File: src/rtl/pcie_tl_cpl_splitter.sv
// pcie_tl_cpl_splitter: turns one Memory Read request descriptor into
// the ordered Completion-with-Data descriptors that answer it.
//
// Parameters:
//   MPS_BYTES  max payload per completion (power of 2, 128..4096)
//   RCB_BYTES  read completion boundary (64 or 128, <= MPS_BYTES)
// Ports:
//   clk, rst            single clock, async active-high reset
//   req_valid/ready     request handshake (ready only when idle)
//   req_addr            request byte address, bits [1:0] ignored
//   req_length          length in DW, 0 = 1024
//   req_first_be/last_be  first/last DW byte enables
//   req_tag, req_requester_id, req_tc, req_attr  copied to completions
//   cpl_valid/ready     completion descriptor handshake
//   cpl_length          payload in DW, 0 = 1024
//   cpl_byte_cnt        remaining bytes incl. this one, 0 = 4096
//   cpl_lower_addr      low address bits of this completion's first byte
//   cpl_dw_offset       DW offset of this payload from the request start
//   cpl_tag, cpl_requester_id, cpl_tc, cpl_attr  request copies
//   cpl_last            final completion of the request
//   busy                block is not idle

module pcie_tl_cpl_splitter #(
  parameter int MPS_BYTES = 256,
  parameter int RCB_BYTES = 64
) (
  input  logic        clk,
  input  logic        rst,
  input  logic        req_valid,
  output logic        req_ready,
  input  logic [63:0] req_addr,
  input  logic [9:0]  req_length,
  input  logic [3:0]  req_first_be,
  input  logic [3:0]  req_last_be,
  input  logic [9:0]  req_tag,
  input  logic [15:0] req_requester_id,
  input  logic [2:0]  req_tc,
  input  logic [2:0]  req_attr,
  output logic        cpl_valid,
  input  logic        cpl_ready,
  output logic [9:0]  cpl_length,
  output logic [11:0] cpl_byte_cnt,
  output logic [6:0]  cpl_lower_addr,
  output logic [9:0]  cpl_dw_offset,
  output logic [9:0]  cpl_tag,
  output logic [15:0] cpl_requester_id,
  output logic [2:0]  cpl_tc,
  output logic [2:0]  cpl_attr,
  output logic        cpl_last,
  output logic        busy
);

  localparam logic [10:0] MPS_DW = 11'(MPS_BYTES / 4);
  localparam logic [4:0] RCB_MASK = 5'(RCB_BYTES / 4 - 1);

  typedef enum logic [1:0] {
    IDLE,
    CALC,
    EMIT
  } state_t;

  state_t state;
  state_t state_nxt;

  // latched request
  logic [61:0] a_dw;
  logic [9:0]  a_len;
  logic [3:0]  a_fbe;
  logic [3:0]  a_lbe;

  // walking state of the completion currently on the outputs
  logic [61:0] cur_dw;
  logic [10:0] rem_dw;
  logic [12:0] rb;
  logic [9:0]  off_dw;
  logic [10:0] chunk_r;
  logic [1:0]  fo_r;
  logic        first;

  // request-derived values used in CALC
  logic [1:0]  fo_c;
  logic [1:0]  lt_c;
  logic [10:0] len_dw;
  logic [12:0] tb_c;
  logic [10:0] chunk0;

  // next completion after a non-final handshake
  logic [61:0] n_cur;
  logic [10:0] n_rem;
  logic [12:0] n_rb;
  logic [9:0]  n_off;
  logic [10:0] n_chunk;
  logic [12:0] n_sub;

  logic unused_addr_bits;
  assign unused_addr_bits = ^req_addr[1:0];

  // Largest payload that keeps this completion inside MPS and ends
  // it on an RCB boundary when it is not the last one.
  function automatic logic [10:0] chunk_of(
    input logic [4:0]  cur_lo,
    input logic [10:0] rem
  );
    logic [10:0] max_dw;
    max_dw = MPS_DW - {6'd0, cur_lo & RCB_MASK};
    return (rem <= max_dw) ? rem : max_dw;
  endfunction

  // ---------------- FSM: state register
  always_ff @(posedge clk or posedge rst) begin
    if (rst) begin
      state <= IDLE;
    end else begin
      state <= state_nxt;
    end
  end

  // ---------------- FSM: next state
  always_comb begin
    state_nxt = state;
    unique case (state)
      IDLE: begin
        if (req_valid) state_nxt = CALC;
      end
      CALC: begin
        state_nxt = EMIT;
      end
      EMIT: begin
        if (cpl_ready && cpl_last) state_nxt = IDLE;
      end
      default: begin
        state_nxt = IDLE;
      end
    endcase
  end

  // ---------------- FSM: outputs
  always_comb begin
    req_ready = (state == IDLE);
    cpl_valid = (state == EMIT);
    busy      = (state != IDLE);
  end

  // ---------------- request byte-count decode
  always_comb begin
    casez (a_fbe)
      4'b???1: fo_c = 2'd0;
      4'b??10: fo_c = 2'd1;
      4'b?100: fo_c = 2'd2;
      default: fo_c = 2'd3;
    endcase
  end

  always_comb begin
    casez (a_lbe)
      4'b1???: lt_c = 2'd0;
      4'b01??: lt_c = 2'd1;
      4'b001?: lt_c = 2'd2;
      default: lt_c = 2'd3;
    endcase
  end

  assign len_dw = (a_len == 10'd0) ? 11'd1024 : {1'b0, a_len};

  // Single-DW reads count the span of enabled bytes, holes included.
  always_comb begin
    tb_c = 13'd0;
    if (a_len == 10'd1) begin
      casez (a_fbe)
        4'b1??1: tb_c = 13'd4;
        4'b01?1: tb_c = 13'd3;
        4'b1?10: tb_c = 13'd3;
        4'b0011: tb_c = 13'd2;
        4'b0110: tb_c = 13'd2;
        4'b1100: tb_c = 13'd2;
        default: tb_c = 13'd1;
      endcase
    end else begin
      tb_c = {len_dw, 2'b00} - {11'd0, fo_c}
           - {11'd0, lt_c};
    end
  end

  assign chunk0 = chunk_of(a_dw[4:0], len_dw);

  // ---------------- next chunk
  // Only the first completion starts mid-DW, so only it gives
  // back the leading disabled bytes.
  assign n_sub   = {chunk_r, 2'b00}
                 - (first ? {11'd0, fo_r} : 13'd0);
  assign n_cur   = cur_dw + {51'd0, chunk_r};
  assign n_rem   = rem_dw - chunk_r;
  assign n_rb    = rb - n_sub;
  assign n_off   = off_dw + chunk_r[9:0];
  assign n_chunk = chunk_of(n_cur[4:0], n_rem);

  // ---------------- datapath
  always_ff @(posedge clk or posedge rst) begin
    if (rst) begin
      a_dw             <= '0;
      a_len            <= '0;
      a_fbe            <= '0;
      a_lbe            <= '0;
      cur_dw           <= '0;
      rem_dw           <= '0;
      rb               <= '0;
      off_dw           <= '0;
      chunk_r          <= '0;
      fo_r             <= '0;
      first            <= 1'b0;
      cpl_length       <= '0;
      cpl_byte_cnt     <= '0;
      cpl_lower_addr   <= '0;
      cpl_dw_offset    <= '0;
      cpl_tag          <= '0;
      cpl_requester_id <= '0;
      cpl_tc           <= '0;
      cpl_attr         <= '0;
      cpl_last         <= 1'b0;
    end else begin
      unique case (state)
        IDLE: begin
          if (req_valid) begin
            a_dw             <= req_addr[63:2];
            a_len            <= req_length;
            a_fbe            <= req_first_be;
            a_lbe            <= req_last_be;
            cpl_tag          <= req_tag;
            cpl_requester_id <= req_requester_id;
            cpl_tc           <= req_tc;
            cpl_attr         <= req_attr;
          end
        end
        CALC: begin
          cur_dw         <= a_dw;
          rem_dw         <= len_dw;
          rb             <= tb_c;
          off_dw         <= '0;
          chunk_r        <= chunk0;
          fo_r           <= fo_c;
          first          <= 1'b1;
          cpl_length     <= chunk0[9:0];
          cpl_byte_cnt   <= tb_c[11:0];
          cpl_lower_addr <= {a_dw[4:0], fo_c};
          cpl_dw_offset  <= '0;
          cpl_last       <= (chunk0 == len_dw);
        end
        EMIT: begin
          if (cpl_ready && !cpl_last) begin
            cur_dw         <= n_cur;
            rem_dw         <= n_rem;
            rb             <= n_rb;
            off_dw         <= n_off;
            chunk_r        <= n_chunk;
            first          <= 1'b0;
            cpl_length     <= n_chunk[9:0];
            cpl_byte_cnt   <= n_rb[11:0];
            cpl_lower_addr <= {n_cur[4:0], 2'b00};
            cpl_dw_offset  <= n_off;
            cpl_last       <= (n_chunk == n_rem);
          end
        end
        default: begin
        end
      endcase
    end
  end

endmodule

File: config.mk
export PLATFORM = sky130hd
export DESIGN_NAME = pcie_tl_cpl_splitter
export DESIGN_NICKNAME = d
export VERILOG_FILES = /design/src/rtl/pcie_tl_cpl_splitter.sv
export SDC_FILE = /design/constraint.sdc
export NUM_CORES = 1
export LEC_CHECK = 0
export BUFFER_PORTS_ARGS = -buffer_cell sky130_fd_sc_hd__buf_2
export CAP_MARGIN = 20
export CORE_ASPECT_RATIO = 0.6
export CORE_UTILIZATION = 55
export CTS_CLUSTER_DIAMETER = 60
export DETAILED_ROUTE_END_ITERATION = 7
export HOLD_SLACK_MARGIN = 0.03
export PLACE_DENSITY = 0.94
export SKIP_LAST_GASP = 1
export SYNTH_ARGS = -nofsm -noshare
export SYNTH_HDL_FRONTEND = slang
export SYNTH_SLANG_ARGS = --single-unit
File: constraint.sdc
create_clock -name clk -period 10 [get_ports clk]
set_input_delay 0.5 -clock clk [delete_from_list [all_inputs] [get_ports clk]]
set_output_delay 0.5 -clock clk [all_outputs]
set_load 0.005 [all_outputs]
======== Word-level counts from Yosys, hierarchy flattened ========
Cells that the tools add are included.
storage, ports and cells
  register bits after elaboration ......... 254
  output and inout bits ................... 75
  logic and storage cells ................. 92
cells by class
  add/sub/neg operators ................... 9
  magnitude comparators ................... 2
  equal/unequal tests ..................... 18
  multiplexer cells ....................... 31
  reductions and logical operators ........ 12
operator list
  operator               number
  $pmux W62 S2           1
  $add A62 B11 Y62       1
  $mux W62               1
  $mux W11               5
  $pmux W11 S2           2
  $pmux W10 S2           2
  $sub A13 B2 Y13        3
  $mux W13               2
  $pmux W13 S2           1
  $pmux W12 S2           1
  $eq A11 B11 Y1         2
  $le A11 B11 Y1         2
  $mux W10               2
  $pmux W2 S3            3
  $sub A7 B4 Y8 const A  2
  $pmux W7 S2            1
  $sub A13 B13 Y13       1
  $mux W12               1
  $sub A11 B11 Y11       1
  $add A10 B10 Y10       1
  $eq A10 B1 Y1 const B  1
  $logic_not A10 Y1      1
  $pmux W3 S3            1
  $mux W7                1
  20 further kinds       33

======== Logic depth before layout (Yosys ltp) ========
  depth after elaboration ................. 7
  depth in mapped cells ................... 16
  mapped depth without buffers ............ 16

======== Worst setup path before layout ========
No wires, ideal clock.
  kind .................................... register to register
  start ................................... register, netlist name cpl_length[1]
  end ..................................... register cpl_length[1]
  arrival time ............................ 3,410 ps
  required time ........................... 9,874 ps
  setup slack ............................. 6,463 ps
  stages on the path, launching flop included .. 14
  path buffers ............................ 0
  period minus slack after synthesis ...... 3,537 ps
  path through ............................ dfrtp_1 > inv_1 > fa_1 > xor2_1 > nand3_1 > xnor2_1 > ha_1 > and3_1 > o21ai_0 > o21ai_0 > a211oi_1 > o221a_1 > o2111ai_4 > a311o_1
RTL lines
  item                  line  source
  to (signal assigned)  242   cpl_length <= chunk0[9:0];
  to (signal assigned)  256   cpl_length <= n_chunk[9:0];
  to (decl)             41    output logic [9:0] cpl_length,

==> key figures <==
Timing
  • RSZ-0062 raised after global routing: false
  • Final setup slack of the worst path: 5.52 ns
  • Achievable Freq: 223 MHz
  • Slew Limit Fails: 0
  • Final-report setup violation count: 0
  • Minimum clock period after layout: 4.48 ns
  • Fin. Hold Viols: 0
  • Worst hold slack after final layout: 0.279 ns
  • Clock Skew: 0.0103 ns
  • Final clock period utilization by the worst path: 44.8%
  • Summed negative setup slack over all endpoints: 0 ns
  • Slew at the pin closest to its max-slew limit: 0.885 ns
  • Slew HR: 40.4%

Cells and area
  • Most frequent standard cell in the layout excluding fill and tap cells: sky130_fd_sc_hd__buf_2
  • Number of filler instances in the final layout: 1001
  • Most frequent cells in the layout: 132 x sky130_fd_sc_hd__buf_2, 111 x sky130_fd_sc_hd__dfrtp_1, 62 x sky130_fd_sc_hd__ha_1, 56 x sky130_fd_sc_hd__nand2_1
  • Layout Nets: 1038
  • Final core occ: 64.3%
  • Fraction of final layout cells with drive strength greater than 1: 25.5%
  • Diodes inserted: 0
  • Area grow syn2layout: 13.7%
  • Post-route design area: 8270 um^2

Floorplanning
  • Number of standard-cell rows in the floorplan: 32
  • Effective utilization at floorplan: 56.6%
  • Overall die height: 91.1 um
  • Core area: 12900 um^2
  • Total die area: 13700 um^2
  • DIE WIDTH: 150 um
  • Num ports: 193

Synth
  • Mean instance size in the synthesized netlist: 9.62 um^2
  • Number of enable flip-flop cells after synthesis: 0
  • Count of synthesis-stage warnings from yosys: 0
  • Seq/Total Area, Yosys: 38.2%
  • Synthesized Nets: 940
  • Register bit total from synthesis: 111
  • Synth top area cells: sky130_fd_sc_hd__dfrtp_1 38%, sky130_fd_sc_hd__ha_1 11%, sky130_fd_sc_hd__mux2_2 7.4%
  • Async set-or-reset flop fraction in the synthesized netlist: 100%
  • Commonest register cell after synthesis: sky130_fd_sc_hd__dfrtp_1
  • Largest area contributor in the netlist: sky130_fd_sc_hd__dfrtp_1
  • Gate Count Post-Synth: 756
  • Number of distinct library cell variants in the gate-level netlist after synthesis: 68
  • Mapped cell area: 7270 um^2
  • Portion of synthesized cell area occupied by the leading cell type: 38.2%

Routing
  • Total length of routed wires: 18400 um
  • Average routed wire per standard cell: 17.9 um
  • Mean number of vias per cell: 5.98
  • Drc violations: 0
  • Number of nets with antenna violations after routing: 0
  • Vias: 6156
  • Number of detailed-route iterations in the first pass: 5
  • Initial detailed-routing violation count: 555

Placed design
  • Final GP Congestion: 0.969
  • DP Wirelength: 13700 um
  • Number of I/O port buffers: 132
  • Pre-CTS WS: 5.73 ns
  • Cell Area, Placed: 7960 um^2

CTS
  • CTS Buffer Depth: 2
  • Clock-pin transition on the worst setup and hold timing paths: 0.08 ns
  • H-tree depth reported by CTS: 3
  • Clk root buf: sky130_fd_sc_hd__clkbuf_16
  • Cells resized by post-CTS repair: 0
  • TritonCTS Buffers: 9
  • Clock tree from TritonCTS: yes
  • Post-CTS Hold Buffers: 0
  • Buffers inserted during post-CTS setup optimization: 0
  • # clock sinks: 111
  • Clk_lat worst skew: 0.36 ns

Global routing
  • Number of global-route vias before repair: 5882
  • Grt total ovfl: 0
  • GR Util All Layers: 27.6%
  • Global-route wire length before repair: 29500 um
  • Largest net degree at the start of global routing: 62
  • Number of antenna violations at the first check in global routing: 0

Worst setup path
  • Worst Setup End Kind: flip-flop
  • Data arrival time of the critical path: 4.72 ns
  • Worst Path Class, Setup: reg -> reg
  • Slowest stage cell on the critical path: sky130_fd_sc_hd__dfrtp_1
  • CP Cell Sequence: inv_1 > ha_1 > nor2b_1 > o2111a_1 > nor2_1 > xnor2_1 > ha_1 > and3_1 > o21ai_0 > o21ai_0 > a211oi_1 > o221a_1 > o2111ai_4 > a311o_1
  • Crit-path max FO: 10
  • Data required, critical path: 10.24 ns
  • Delay of the slowest cell on the worst path: 0.60 ns
  • Critical Path Start Type: flip-flop

Hold path
  • Worst min-delay path category: in -> async

Status
  • Run status: finished, final reports clean

Pwr
  • Total power per unit cell area: 440 nW/um^2
  • Worst ir drop on vdd: 0.000280 V
  • Reported leakage power: 3.99 nW

Flow run
  • Max-cap violations: 0
## through the flow
stage                     total power [W]  std cells
after detailed placement          0.00319       1013
after floorplan                   0.00260        756
after global routing              0.00392       1029
final                             0.00364       1029
after CTS                         0.00359       1029
after global placement            0.00306       1013
## critical path: cells and delay by family (launching register included)
kind | cells | cell delay [ns]
xor gates and xnor gates | 1 | 0.46
buffers and inverters | 1 | 0.28
DFF | 1 | 0.60
AOI/OAI and AO/OA | 7 | 1.79
adders and majority gates | 2 | 0.72
and+or+nand+nor | 3 | 0.51
## sequential cells by signal, indices dropped and copies added (netlist names), 4 cells and up
register          cells
cpl_requester_id     16
cpl_byte_cnt         11
rem_dw               11
a_len                10
cpl_tag              10
off_dw               10
cpl_length            9
cpl_lower_addr        6
a_dw                  5
a_fbe                 4
## final timing paths
path                                          startpoint                             to  slack (ns)  depth (start not counted)
max in group asynchronous                            rst          rem_dw[0]$_DFFE_PP0P_        8.59                          3
min in group clk                           req_length[9]           a_len[9]$_DFFE_PP0P_        0.35                          3
hold reg to reg            cpl_lower_addr[1]$_DFFE_PP0P_  cpl_lower_addr[1]$_DFFE_PP0P_        0.48                          2
setup / recovery               cpl_length[1]$_DFFE_PP0P_      cpl_length[1]$_DFFE_PP0P_        5.52                         14
setup reg to reg               cpl_length[1]$_DFFE_PP0P_      cpl_length[1]$_DFFE_PP0P_        5.52                         14
hold / removal                                       rst           a_lbe[3]$_DFFE_PP0P_        0.28                          2
## where the power goes
group          switching [W]  internal, W
logic                0.00134      0.00104
registers           0.000217     0.000657
clock network       0.000177     0.000199
total                0.00174      0.00190
## cells by family (layout without fill, tap and decap cells)
family                     count (synthesis)  after routing  synth area share, %
muxes                                     62             62                 9.55
AOI/OAI and AO/OA                        164            164                 15.5
xor gates and xnor gates                  50             50                 6.02
and+or+nand+nor                          200            200                 13.0
buffers and inverters                    103            206                 5.94
adders and majority gates                 66             66                 11.8
DFF                                      111            111                 38.2
## cell type report
type	count	area (um^2)	share of cell area, %
clock buffer	10	229	2.77
clock inverter	6	75.1	0.908
inverter	51	194	2.35
multi-input combinational	542	4070	49.2
sequential	111	2780	33.6
tap	170	213	2.57
timing repair buffer	139	713	8.63
## synthesized netlist by cell type (7+ instances only)
library cell / n
sky130_fd_sc_hd__nand3_1: 24
sky130_fd_sc_hd__nor3_1: 23
sky130_fd_sc_hd__inv_1: 51
sky130_fd_sc_hd__ha_1: 62
sky130_fd_sc_hd__a21oi_1: 40
sky130_fd_sc_hd__mux2_2: 48
sky130_fd_sc_hd__nor2_1: 51
sky130_fd_sc_hd__xnor2_1: 36
sky130_fd_sc_hd__mux2i_1: 12
sky130_fd_sc_hd__nand2_1: 56
sky130_fd_sc_hd__buf_4: 10
sky130_fd_sc_hd__dfrtp_1: 111
sky130_fd_sc_hd__xor2_1: 14
sky130_fd_sc_hd__nor2b_1: 7
sky130_fd_sc_hd__a21o_1: 14
sky130_fd_sc_hd__clkbuf_1: 34
sky130_fd_sc_hd__o21ai_0: 49
## metal layers
| layer | GRT usage [%] | routed length, um | share of wire (%) |
|---|---|---|---|
| met1 | 39.9 | 8340 | 45 |
| met2 | 41.4 | 8200 | 45 |
| met3 | 5.88 | 1510 | 8.2 |
| met4 | 8.25 | 336 | 1.8 |
| met5 | 0 | 0 | 0 |
Power figures use the tool's default switching activity.
